`src/rtl/gshare_ctrl.sv`:
```
// gshare_ctrl: sequencing and arbitration for a 16-entry gshare BHT.
// Shares the single BHT read port between fetch lookups and execute
// resolutions, tracks in-flight branches in an in-order queue, and performs
// a read-modify-write 2-bit saturating counter update per resolved branch.
//
// Optional feature macro: GSHARE_SPEC_GHR_EN
//   defined   - speculative GHR update on lookup, repair and flush on mispredict
//   undefined - GHR shifts in the resolved outcome; no flush
//
// state | meaning
// IDLE  | no BHT write pending this cycle
// UPD   | BHT write of the latched counter is performed this cycle
module gshare_ctrl #(
  parameter  int IDX_W = 4,
  parameter  int PC_W  = 8,
  parameter  int DEPTH = 4,
  localparam int PTR_W = $clog2(DEPTH),
  localparam int CNT_W = PTR_W + 1
) (
  input  logic             clk_i,
  input  logic             rst_ni,
  input  logic             pred_valid_i,
  input  logic [PC_W-1:0]  pred_pc_i,
  output logic             pred_ready_o,
  output logic             pred_taken_o,
  input  logic             res_valid_i,
  input  logic             res_taken_i,
  output logic             res_ready_o,
  output logic [IDX_W-1:0] bht_rd_idx_o,
  input  logic [1:0]       bht_rd_data_i,
  output logic             bht_wr_en_o,
  output logic [IDX_W-1:0] bht_wr_idx_o,
  output logic [1:0]       bht_wr_data_o,
  output logic [IDX_W-1:0] ghr_o,
  output logic [CNT_W-1:0] inflight_o,
  output logic             mispredict_o
);

  localparam logic [0:0] IDLE = 1'b0;
  localparam logic [0:0] UPD  = 1'b1;

  logic [0:0]       state_q, state_d;
  logic [IDX_W-1:0] ghr_q, ghr_d;
  logic [PTR_W-1:0] rd_ptr_q, rd_ptr_d;
  logic [PTR_W-1:0] wr_ptr_q, wr_ptr_d;
  logic [CNT_W-1:0] count_q, count_d;
  logic [IDX_W-1:0] upd_idx_q, upd_idx_d;
  logic [1:0]       upd_ctr_q, upd_ctr_d;
  logic             upd_taken_q, upd_taken_d;
  logic             mispredict_q, mispredict_d;

  logic [IDX_W-1:0] q_idx_q  [DEPTH];
  logic             q_pred_q [DEPTH];
  logic [IDX_W-1:0] q_ghr_q  [DEPTH];

  logic             res_acc;
  logic             pred_acc;
  logic             wr_en;
  logic [1:0]       wr_data;
  logic [IDX_W-1:0] rd_idx;
  logic [1:0]       rd_ctr;
  logic [IDX_W-1:0] head_idx;
  logic             head_pred;
  logic [IDX_W-1:0] head_ghr;
  logic             mis;

  assign head_idx  = q_idx_q[rd_ptr_q];
  assign head_pred = q_pred_q[rd_ptr_q];
  assign head_ghr  = q_ghr_q[rd_ptr_q];

  // Arbitration: a resolve always wins the read port, lookups stall behind it
  assign res_acc  = res_valid_i && (count_q != '0);
  assign pred_acc = pred_valid_i && (count_q < CNT_W'(DEPTH)) && !res_acc;
  assign wr_en    = (state_q == UPD);
  assign mis      = res_acc && (res_taken_i != head_pred);

  // Saturating +/-1 of the latched counter for the write-back cycle
  always_comb begin
    wr_data = upd_ctr_q;
    if (upd_taken_q) begin
      if (upd_ctr_q != 2'b11) wr_data = upd_ctr_q + 2'b01;
    end else begin
      if (upd_ctr_q != 2'b00) wr_data = upd_ctr_q - 2'b01;
    end
  end

  // Read-port address mux and forwarding of the in-flight write
  always_comb begin
    rd_idx = '0;
    if (res_acc)       rd_idx = head_idx;
    else if (pred_acc) rd_idx = pred_pc_i[IDX_W-1:0] ^ ghr_q;
    rd_ctr = (wr_en && (rd_idx == upd_idx_q)) ? wr_data : bht_rd_data_i;
  end

  // Next-state logic for FSM, queue pointers, occupancy and GHR
  always_comb begin
    state_d      = state_q;
    ghr_d        = ghr_q;
    rd_ptr_d     = rd_ptr_q;
    wr_ptr_d     = wr_ptr_q;
    count_d      = count_q;
    upd_idx_d    = upd_idx_q;
    upd_ctr_d    = upd_ctr_q;
    upd_taken_d  = upd_taken_q;
    mispredict_d = mis;
    if (res_acc) begin
      state_d     = UPD;
      upd_idx_d   = head_idx;
      upd_ctr_d   = rd_ctr;
      upd_taken_d = res_taken_i;
      rd_ptr_d    = rd_ptr_q + PTR_W'(1);
      count_d     = count_q - CNT_W'(1);
`ifdef GSHARE_SPEC_GHR_EN
      if (mis) begin
        // Repair history from the snapshot and drop every younger branch
        ghr_d    = {head_ghr[IDX_W-2:0], res_taken_i};
        count_d  = '0;
        wr_ptr_d = rd_ptr_q + PTR_W'(1);
      end
`else
      ghr_d = {ghr_q[IDX_W-2:0], res_taken_i};
`endif
    end else begin
      state_d = IDLE;
      if (pred_acc) begin
        wr_ptr_d = wr_ptr_q + PTR_W'(1);
        count_d  = count_q + CNT_W'(1);
`ifdef GSHARE_SPEC_GHR_EN
        ghr_d = {ghr_q[IDX_W-2:0], rd_ctr[1]};
`endif
      end
    end
  end

  // Control registers; a reset drops any pending write
  always_ff @(posedge clk_i or negedge rst_ni) begin
    if (!rst_ni) begin
      state_q      <= IDLE;
      ghr_q        <= '0;
      rd_ptr_q     <= '0;
      wr_ptr_q     <= '0;
      count_q      <= '0;
      upd_idx_q    <= '0;
      upd_ctr_q    <= '0;
      upd_taken_q  <= 1'b0;
      mispredict_q <= 1'b0;
    end else begin
      state_q      <= state_d;
      ghr_q        <= ghr_d;
      rd_ptr_q     <= rd_ptr_d;
      wr_ptr_q     <= wr_ptr_d;
      count_q      <= count_d;
      upd_idx_q    <= upd_idx_d;
      upd_ctr_q    <= upd_ctr_d;
      upd_taken_q  <= upd_taken_d;
      mispredict_q <= mispredict_d;
    end
  end

  // Queue payload storage; validity is tracked by the pointers alone
  always_ff @(posedge clk_i) begin
    if (pred_acc) begin
      q_idx_q[wr_ptr_q]  <= rd_idx;
      q_pred_q[wr_ptr_q] <= rd_ctr[1];
      q_ghr_q[wr_ptr_q]  <= ghr_q;
    end
  end

`ifdef GSHARE_SPEC_GHR_EN
  logic unused_bits;
  assign unused_bits = ^pred_pc_i[PC_W-1:IDX_W];
`else
  logic unused_bits;
  assign unused_bits = ^{pred_pc_i[PC_W-1:IDX_W], head_ghr};
`endif

  assign pred_ready_o  = pred_acc;
  assign pred_taken_o  = pred_acc ? rd_ctr[1] : 1'b0;
  assign res_ready_o   = res_acc;
  assign bht_rd_idx_o  = rd_idx;
  assign bht_wr_en_o   = wr_en;
  assign bht_wr_idx_o  = upd_idx_q;
  assign bht_wr_data_o = wr_data;
  assign ghr_o         = ghr_q;
  assign inflight_o    = count_q;
  assign mispredict_o  = mispredict_q;

endmodule

```
`config.mk`:
```
export PLATFORM = sky130hd
export DESIGN_NAME = gshare_ctrl
export DESIGN_NICKNAME = d
export VERILOG_FILES = /design/src/rtl/gshare_ctrl.sv
export SDC_FILE = /design/constraint.sdc
export NUM_CORES = 1
export LEC_CHECK = 0
export ABC_AREA = 1
export CORE_AREA = 5 5 71 73
export DETAILED_ROUTE_END_ITERATION = 8
export DIE_AREA = 0 0 76 78
export PLACE_DENSITY_LB_ADDON = 0.15
export SETUP_SLACK_MARGIN = 0.1
export SLEW_MARGIN = 0
export SYNTH_ARGS = -nofsm -noshare
export SYNTH_HDL_FRONTEND = slang
export SYNTH_SLANG_ARGS = --single-unit
```
`constraint.sdc`:
```
create_clock -name clk_i -period 2.2 [get_ports clk_i]
set_input_delay 0.66 -clock clk_i [delete_from_list [all_inputs] [get_ports clk_i]]
set_output_delay 0.66 -clock clk_i [all_outputs]
set_load 0.1 [all_outputs]
```
Word level (Yosys, flattened, before mapping) --
Memories as Yosys holds them, arrays and structs flattened. Index checks and enable logic that the tools add are counted.
Word-level totals: input bits 15, memory bits (writable) 20, register bits 20, memories 2, logic and storage cells 45
Memory list:
- q_idx_q | words 4, width 4, rd ports 1, clocked after Yosys merged registers in 0, write ports 1, line 52 | logic [IDX_W-1:0] q_idx_q [DEPTH];
- q_pred_q | words 4, width 1, rd ports 1, clocked after Yosys merged registers in 0, write ports 1, line 53 | logic q_pred_q [DEPTH];
Operators by class: add/subtract/negate cells 6, bitwise logic cells 2, order comparisons 1, reductions and logical operators 10, multiplexer cells 12, equality and inequality tests 3
Operators by type and width (number):
- 2-bit two-way mux | 4
- 4-bit two-way mux | 2
- 2-bit by 1-bit adder with 2-bit output, second input constant | 3
- 3-bit two-way mux | 2
- 1-bit logical AND | 5
- 4-bit == test | 1
- 1-bit two-way mux | 4
- 2-bit nonzero test | 2
- 4-bit XOR | 1
- 3-bit by 1-bit adder with 3-bit output, second input constant | 1
- 3-bit < comparator, second input constant | 1
- 3-bit nonzero test | 1
- 3-bit by 1-bit subtractor with 3-bit output, second input constant | 1
- 2-bit != test, second input constant | 1
- 2-bit AND reduction | 1
- 2-bit by 1-bit subtractor with 2-bit output, second input constant | 1
- 1-bit zero test | 1
- 1-bit != test | 1
- 1-bit inverter | 1

Logic depth before layout (Yosys ltp) --
Gate-level depths: netlist of run 1.
depth in word-level cells 10, gate-level depth with buffers 14, gate-level depth less buffers 14

Least setup slack after synthesis of run 1 --
OpenSTA, ideal clock, no wires.
path kind reg-to-output, from register count_q[0] (netlist: inflight_o[0]), to output pred_taken_o, path slack -1626 ps, stages on the path, launching flop included 13, data arrival time 3166 ps, path through dfrtp_1 -> nor2_1 -> nand2_1 -> nand2_2 -> inv_2 -> nand2_1 -> nand2_2 -> nor2_1 -> nor2_4 -> nand3_2 -> nand2_2 -> nand2_2 -> nor2_2
On the way: cells in the longest elaborated chain, start to end 10, elaborated cells on any way between the ends 12, classes of those cells order compare: 1; eq/ne: 1; mux: 4; reduce/logical: 6
Ends and longest elaborated chain:
- start, declared | line 46 | logic [CNT_W-1:0] count_q, count_d;
- start signal, assigned | line 152 | count_q <= count_d;
- parallel branches: the longest is 5 deep, another holds 3-bit < comparator
- 4-bit two-way mux (*) | line 90 | if (res_acc) rd_idx = head_idx;
- via bht_rd_idx_o[1] | line 29 | output logic [IDX_W-1:0] bht_rd_idx_o,
- 4-bit == test (*) | line 92 | rd_ctr = (wr_en && (rd_idx == upd_idx_q)) ? wr_data : bht_rd_data_i;
- 1-bit logical AND (*) | line 92
- 2-bit two-way mux (*) | line 92
- 1-bit two-way mux (*) | line 178 | assign pred_taken_o = pred_acc ? rd_ctr[1] : 1'b0;
- end, declared | line 25 | output logic pred_taken_o,
Mark *: on every way through the listed nets, which the timed path passes.

Final worst setup path of run 1 --
from input res_valid_i, to output pred_taken_o
On the way: cells in the longest elaborated chain, start to end 9
Ends and longest elaborated chain:
- start, declared | line 26 | input logic res_valid_i,
- 1-bit logical AND (*) | line 72 | assign res_acc = res_valid_i && (count_q != '0);
- 1-bit zero test | line 73 | assign pred_acc = pred_valid_i && (count_q < CNT_W'(DEPTH)) && !res_acc;
- 1-bit logical AND | line 73
- 4-bit two-way mux | line 91 | else if (pred_acc) rd_idx = pred_pc_i[IDX_W-1:0] ^ ghr_q;
- 4-bit two-way mux | line 90
- 4-bit == test | line 92
- 1-bit logical AND | line 92
- 2-bit two-way mux | line 92
- 1-bit two-way mux (*) | line 178
Mark *: on every way between the ends. The rest lies on a longest branch, timed or not.

==> metrics, run 1 <==
status finished with violations; failing checks setup timing; Cell Count, Final, Fillers Out 345; core area 4294 um2; synth top area cells edfxtp_1 31%, dfrtp_1 25%, nand2_1 10%; Clk Latency, worst-skew pair 0.29 ns; CTS Buffer Depth 2; die width 76 um; fin crit share 126.0%; worst hold path class reg -> reg; CTS hold repair buffers 0; WHS 0.5064 ns; critical path arrival 2.11 ns; largest net degree at the start of global routing 20; clock root cell clkbuf_8; initial antenna violation count 0; cell taking the most area after synthesis edfxtp_1; Final Hold Violating Endpoints 0; vias in the first global route 1723; Met3 Wirelength 156 um; mux cell area share after synthesis 0.5833%; R2R setup slack 0.18 ns; met2 routed WL 2734 um; Yosys cell types 23; Ant. Diodes 0; Area Growth Syn to Fin 68.89%; I/O Pins 37; Routed Antenna Nets 0; Placed Cells 324; via density per instance 4.681; syn_nets 231; Hold Path Origin upd_ctr_q[0]; # DRC 0; number of max-cap violations 0; Syn Inst Count 211; Die Area 5928 um2; number of buffers created by CTS 5; detailed placer's ending HPWL 3290 um; Synth top area share 31.11%; TritonCTS clock tree built; I/O Buffers 32; f_max 360.9 MHz; clock slew at reported path FFs 0.08 ns; complex-gate fraction of the synthesized area 3.305%; Worst Tran Pin Value 0.4682 ns; worst endpoint required time 1.54 ns; Synth Area in Adders 3.629%; Final setup viols 8; gp weighted congestion 0.7934; GRT overflow 0; vias post-DR 1615; Seq/Total Area, Yosys 55.74%; CP Max Fanout 7; Die Ht 78 um; total wire length 4954 um; setup ws final -0.5710 ns; WL met1 1957 um; crit start category input pin; Avg WL per Cell 14.36 um; #FFs+latches synth 39; Finished Cell Area 3261 um2; XOR/XNOR share of the synthesized area 3.629%; fill count 263; H-tree level count 2; critical path class in -> out; FP Rows 24; placed cell area 2855 um2; fin. max-slew vios 0; element type at the critical path end output pin; Synth Cell Area 1931 um2; gr usage total 16.94%; Simple-Gate Fraction of Synth Area 23.85%; first-pass GRT wire length 7997 um; Clock Skew 0.006363 ns; WHS Path Cells 2; Setup TNS -1.491 ns; Worst Hold End upd_ctr_q[0]; RSZ-0062 raised after global routing yes; layout cells sized above 1 46.08%; Starting DRT DRC Count 39; Synth Area per Inst 9.150 um2; largest family of logic cells by synthesized area simple AND/OR/NAND/NOR gates; Starting Density 44.96%; max layer used met4; Worst Reg2Reg Path Length in Cells 13; Synth warnings 0; Nets 312; worst flop-to-flop path startpoint inflight_o[0]; Slew headroom 68.45%; clk sinks 39; post-route minimum period 2.771 ns; drt pass-1 iters 4; Reg-to-Reg End q_pred_q[2]
layer usage:
layer	GRT usage (%)	vias up
met1	19.20	767
met5	0	-
met3	4.051	8
met4	7.117	0
li1	-	810
met2	30.31	30
cells in the final DEF (no fill, tap or decap), types with 5 or more instances in the layout:
master,Yosys,routed
nand3_2,1,7
buf_12,0,20
clkbuf_8,0,5
dfrtp_1,19,12
dlygate4sd2_1,0,5
nor2_4,2,6
nand2_2,12,11
nand2_8,0,8
nand3_1,15,8
o21ai_0,7,7
nor2_1,15,11
buf_4,1,41
buf_6,1,7
nand2_4,0,5
edfxtp_1,20,20
nand2_1,54,42
inv_2,4,5
inv_1,36,32
metrics by stage:
| step | util [%] | setup slack [ns] |
|---|---|---|
| 6_report | 75.93 | -0.5710 |
| 5_1_grt | 75.93 | -0.6835 |
| 4_1_cts | 73.75 | -0.6249 |
| 3_5_place_dp | 66.49 | -0.9463 |
| 3_3_place_gp | 66.49 | -0.9013 |
| 2_1_floorplan | - | -0.7306 |
cells in the mapped netlist:
cell and count:
nand4_1 2, nor2_4 2, buf_6 1, nor2_2 1, edfxtp_1 20, buf_2 2, inv_2 4, xor2_1 7
ha_1 4, fa_1 1, o21ai_0 7, nand3_2 1, nand2_1 54, nand3_1 15, mux2_2 1, dfrtp_1 19
a32oi_1 1, a21oi_1 4, nand2_2 12, inv_1 36, nor2_1 15, buf_4 1, xnor2_1 1
worst max-delay path by stage:
stage                              from  slack [ns]            to  cells after the start
after CTS                 inflight_o[1]       -0.62  pred_taken_o                     14
after global placement     pred_valid_i       -0.90  pred_taken_o                     12
final                       res_valid_i       -0.57  pred_taken_o                     13
after detailed placement   pred_valid_i       -0.95  pred_taken_o                     12
after global routing        rd_ptr_q[0]       -0.68  pred_taken_o                     16
after floorplan           inflight_o[0]       -0.73  pred_taken_o                     13
what timing repair did:
action | in CTS | in global routing
gates cloned | 0 | 0
setup endpoints to repair | 14 | 13
pin swaps | 26 | 10
gates resized for setup | 41 | 15
buffers inserted | 11 | 6
cell type report:
| type | instances | area (um2) | share of cell area [%] |
|---|---|---|---|
| Clock inverter | 3 | 38.79 | 1.190 |
| Clock buffer | 5 | 68.82 | 2.111 |
| Timing Repair Buffer | 78 | 880.8 | 27.01 |
| Inverter | 40 | 163.9 | 5.027 |
| Multi-Input combinational cell | 128 | 950.9 | 29.16 |
| Tap cell | 52 | 65.06 | 1.995 |
| Sequential cell | 39 | 1092 | 33.50 |
sequential cells by signal, summed over array words and instances (netlist names):
signal,flops
q_idx_q,16
upd_ctr_q,2
bht_wr_idx_o,4
bht_wr_en_o,1
rd_ptr_q,2
ghr_o,4
wr_ptr_q,2
q_pred_q,4
inflight_o,3
mispredict_o,1
cell families (layout without fill, tap and decap cells):
| kind of cell | Yosys count | count (layout) |
|---|---|---|
| multiplexers | 1 | 1 |
| XOR/XNOR | 8 | 8 |
| AND/OR/NAND/NOR | 102 | 102 |
| buffers and inverters | 44 | 126 |
| flip-flops | 39 | 39 |
| AO/OA/AOI/OAI | 12 | 12 |
| adder cells (fa/ha/maj) | 5 | 5 |
worst max-delay path: stages:
cell             delay (ns)
clkdlybuf4s15_1        0.29
nand2_8                0.12
nand3_2                0.12
buf_6                  0.12
nand2_8                0.04
nand2_2                0.05
nand2_2                0.05
nor2_4                 0.12
nand3_2                0.10
nand2_2                0.10
nand2_4                0.06
nor2_4                 0.10
buf_12                 0.18
Power of run 1 is not shown: default switching activity piles up to over one toggle a cycle in this logic, so the estimate is an artifact.
==> run 2, diff against run 1 <==
--- a/config.mk
+++ b/config.mk
@@ -11,2 +11,3 @@
 export DIE_AREA = 0 0 76 78
+export GPL_TIMING_DRIVEN = 0
 export PLACE_DENSITY_LB_ADDON = 0.15
==> constraint.sdc (replaced) <==
create_clock -name clk_i -period 2.2 [get_ports clk_i]
set_input_delay 0.44 -clock clk_i [delete_from_list [all_inputs] [get_ports clk_i]]
set_output_delay 0.44 -clock clk_i [all_outputs]
set_load 0.1 [all_outputs]
==> metrics, run 2 (same netlist as run 1, synthesis figures left out) <==
# DRC 0; total wire length 4522 um; FP Rows 24; Slew headroom 35.99%; setup ws final -0.4244 ns; worst stage delay on the critical path 0.50 ns; worst hold path class reg -> reg; worst endpoint required time 1.76 ns; I/O Buffers 32; most used cell, CP nor2_4; Placed Cells 295; via density per instance 4.715; Worst Tran Pin Value 0.9640 ns; element type at the critical path end output pin; drt pass-1 iters 4; clock root cell clkbuf_8; Starting DRT DRC Count 94; Nets 286; CTS Buffer Depth 2; vias post-DR 1504; Clk Latency, worst-skew pair 0.29 ns; WHS 0.4842 ns; GRT overflow 0; fin crit share 119.3%; Clock Skew 0.004000 ns; Cell Count, Final, Fillers Out 319; crit start category flip-flop; gr usage total 16.53%; crit-path cells nor2_4 -> nand2_4 -> nand2_8 -> buf_12 -> nand3_4 -> nand3_2 -> nand2_2 -> nor2_4 -> nand3_2 -> nand2_2 -> nand2_4 -> nor2_4 -> buf_12; fill count 310; Final setup viols 1; Final Hold Violating Endpoints 0; Die Ht 78 um; f_max 381.0 MHz; gp weighted congestion 0.7248; buffers plus inverters on the worst setup path 2; number of buffers created by CTS 5; critical path class reg -> out; Routed Antenna Nets 0; status finished with violations; I/O Pins 37; CP Max Fanout 6; Crit path max-delay family simple AND/OR/NAND/NOR gates; CP max-delay cell dfrtp_4; Setup TNS -0.4244 ns; CTS hold repair buffers 0; first-pass GRT wire length 7852 um; Ant. Diodes 0; clk sinks 39; fin. max-slew vios 0; Largest Register q_idx_q; layout cells sized above 1 36.33%; commonest non-fill, non-tap cell in the layout nand2_1; clock slew at reported path FFs 0.08 ns; most frequent cells in the layout 44 x nand2_1, 32 x inv_1, 20 x edfxtp_1; Starting Density 44.96%; detailed placer's ending HPWL 2922 um; largest net degree at the start of global routing 20; Area Growth Syn to Fin 52.49%; vias in the first global route 1620; H-tree level count 2; initial antenna violation count 0; Avg WL per Cell 14.18 um; die width 76 um; RSZ-0062 raised after global routing yes; max reg flops 16; number of max-cap violations 0; failing checks setup timing; post-route minimum period 2.624 ns; Die Area 5928 um2; critical path arrival 2.18 ns; TritonCTS clock tree built; core area 4294 um2
[run 2: final timing paths]
path,startpoint,to,slack [ns],cells after the start
worst min register to register,upd_ctr_q[0],upd_ctr_q[0],0.48,2
worst max-delay path,inflight_o[0],pred_taken_o,-0.42,13
max in group asynchronous,rst_ni,inflight_o[0],0.91,1
worst min-delay path,upd_ctr_q[0],upd_ctr_q[0],0.48,2
worst max register to register,inflight_o[0],q_pred_q[0],0.08,13
min in group asynchronous,rst_ni,inflight_o[2],0.65,1
[run 2: per-layer routing]
metal | GRT usage [%] | vias to the layer above | part of all wire (%)
met3 | 4.167 | 7 | 3.5
met5 | 0 | - | 0
met4 | 5.516 | 0 | 1.9
li1 | - | 757 | -
met1 | 21.08 | 712 | 43
met2 | 27.40 | 28 | 52
[run 2: final cells by class]
class / instances / area, um2 / area share [%]
buffer: 3 / 23.77 / 0.8075
clock buffer: 6 / 72.57 / 2.465
clock inverter: 2 / 60.06 / 2.040
inverter: 40 / 166.4 / 5.652
multi-input combinational: 128 / 944.7 / 32.09
sequential: 39 / 1094 / 37.14
tap: 52 / 65.06 / 2.210
timing repair buffer: 49 / 518.0 / 17.59
[run 2: stage by stage]
stage	utilization [%]	area [um2]	setup WS, ns
final	68.56	2944	-0.4244
after global routing	68.56	2944	-0.5264
after CTS	65.18	2799	-0.4057
after detailed placement	56.61	2431	-1.669
after global placement	56.61	2431	-1.648
after floorplan	-	2046	-0.5179
[run 2: repair_timing]
action	4_1_cts	5_1_grt
setup endpoints to repair	26	16
setup buffers	12	5
gates resized for setup	112	31
pin swaps	20	12
[run 2: worst register-to-register path, stage by stage, from the launching register on]
cell	delay, ns
dfrtp_4	0.50
nor2_4	0.13
nand2_4	0.07
nand2_8	0.11
buf_12	0.11
nand3_4	0.10
nand3_2	0.12
nand2_2	0.07
nor2_4	0.11
nand4_1	0.18
nand2_4	0.14
buf_4	0.11
buf_4	0.10
inv_2	0.04
Power of run 2 is left out for the same reason.
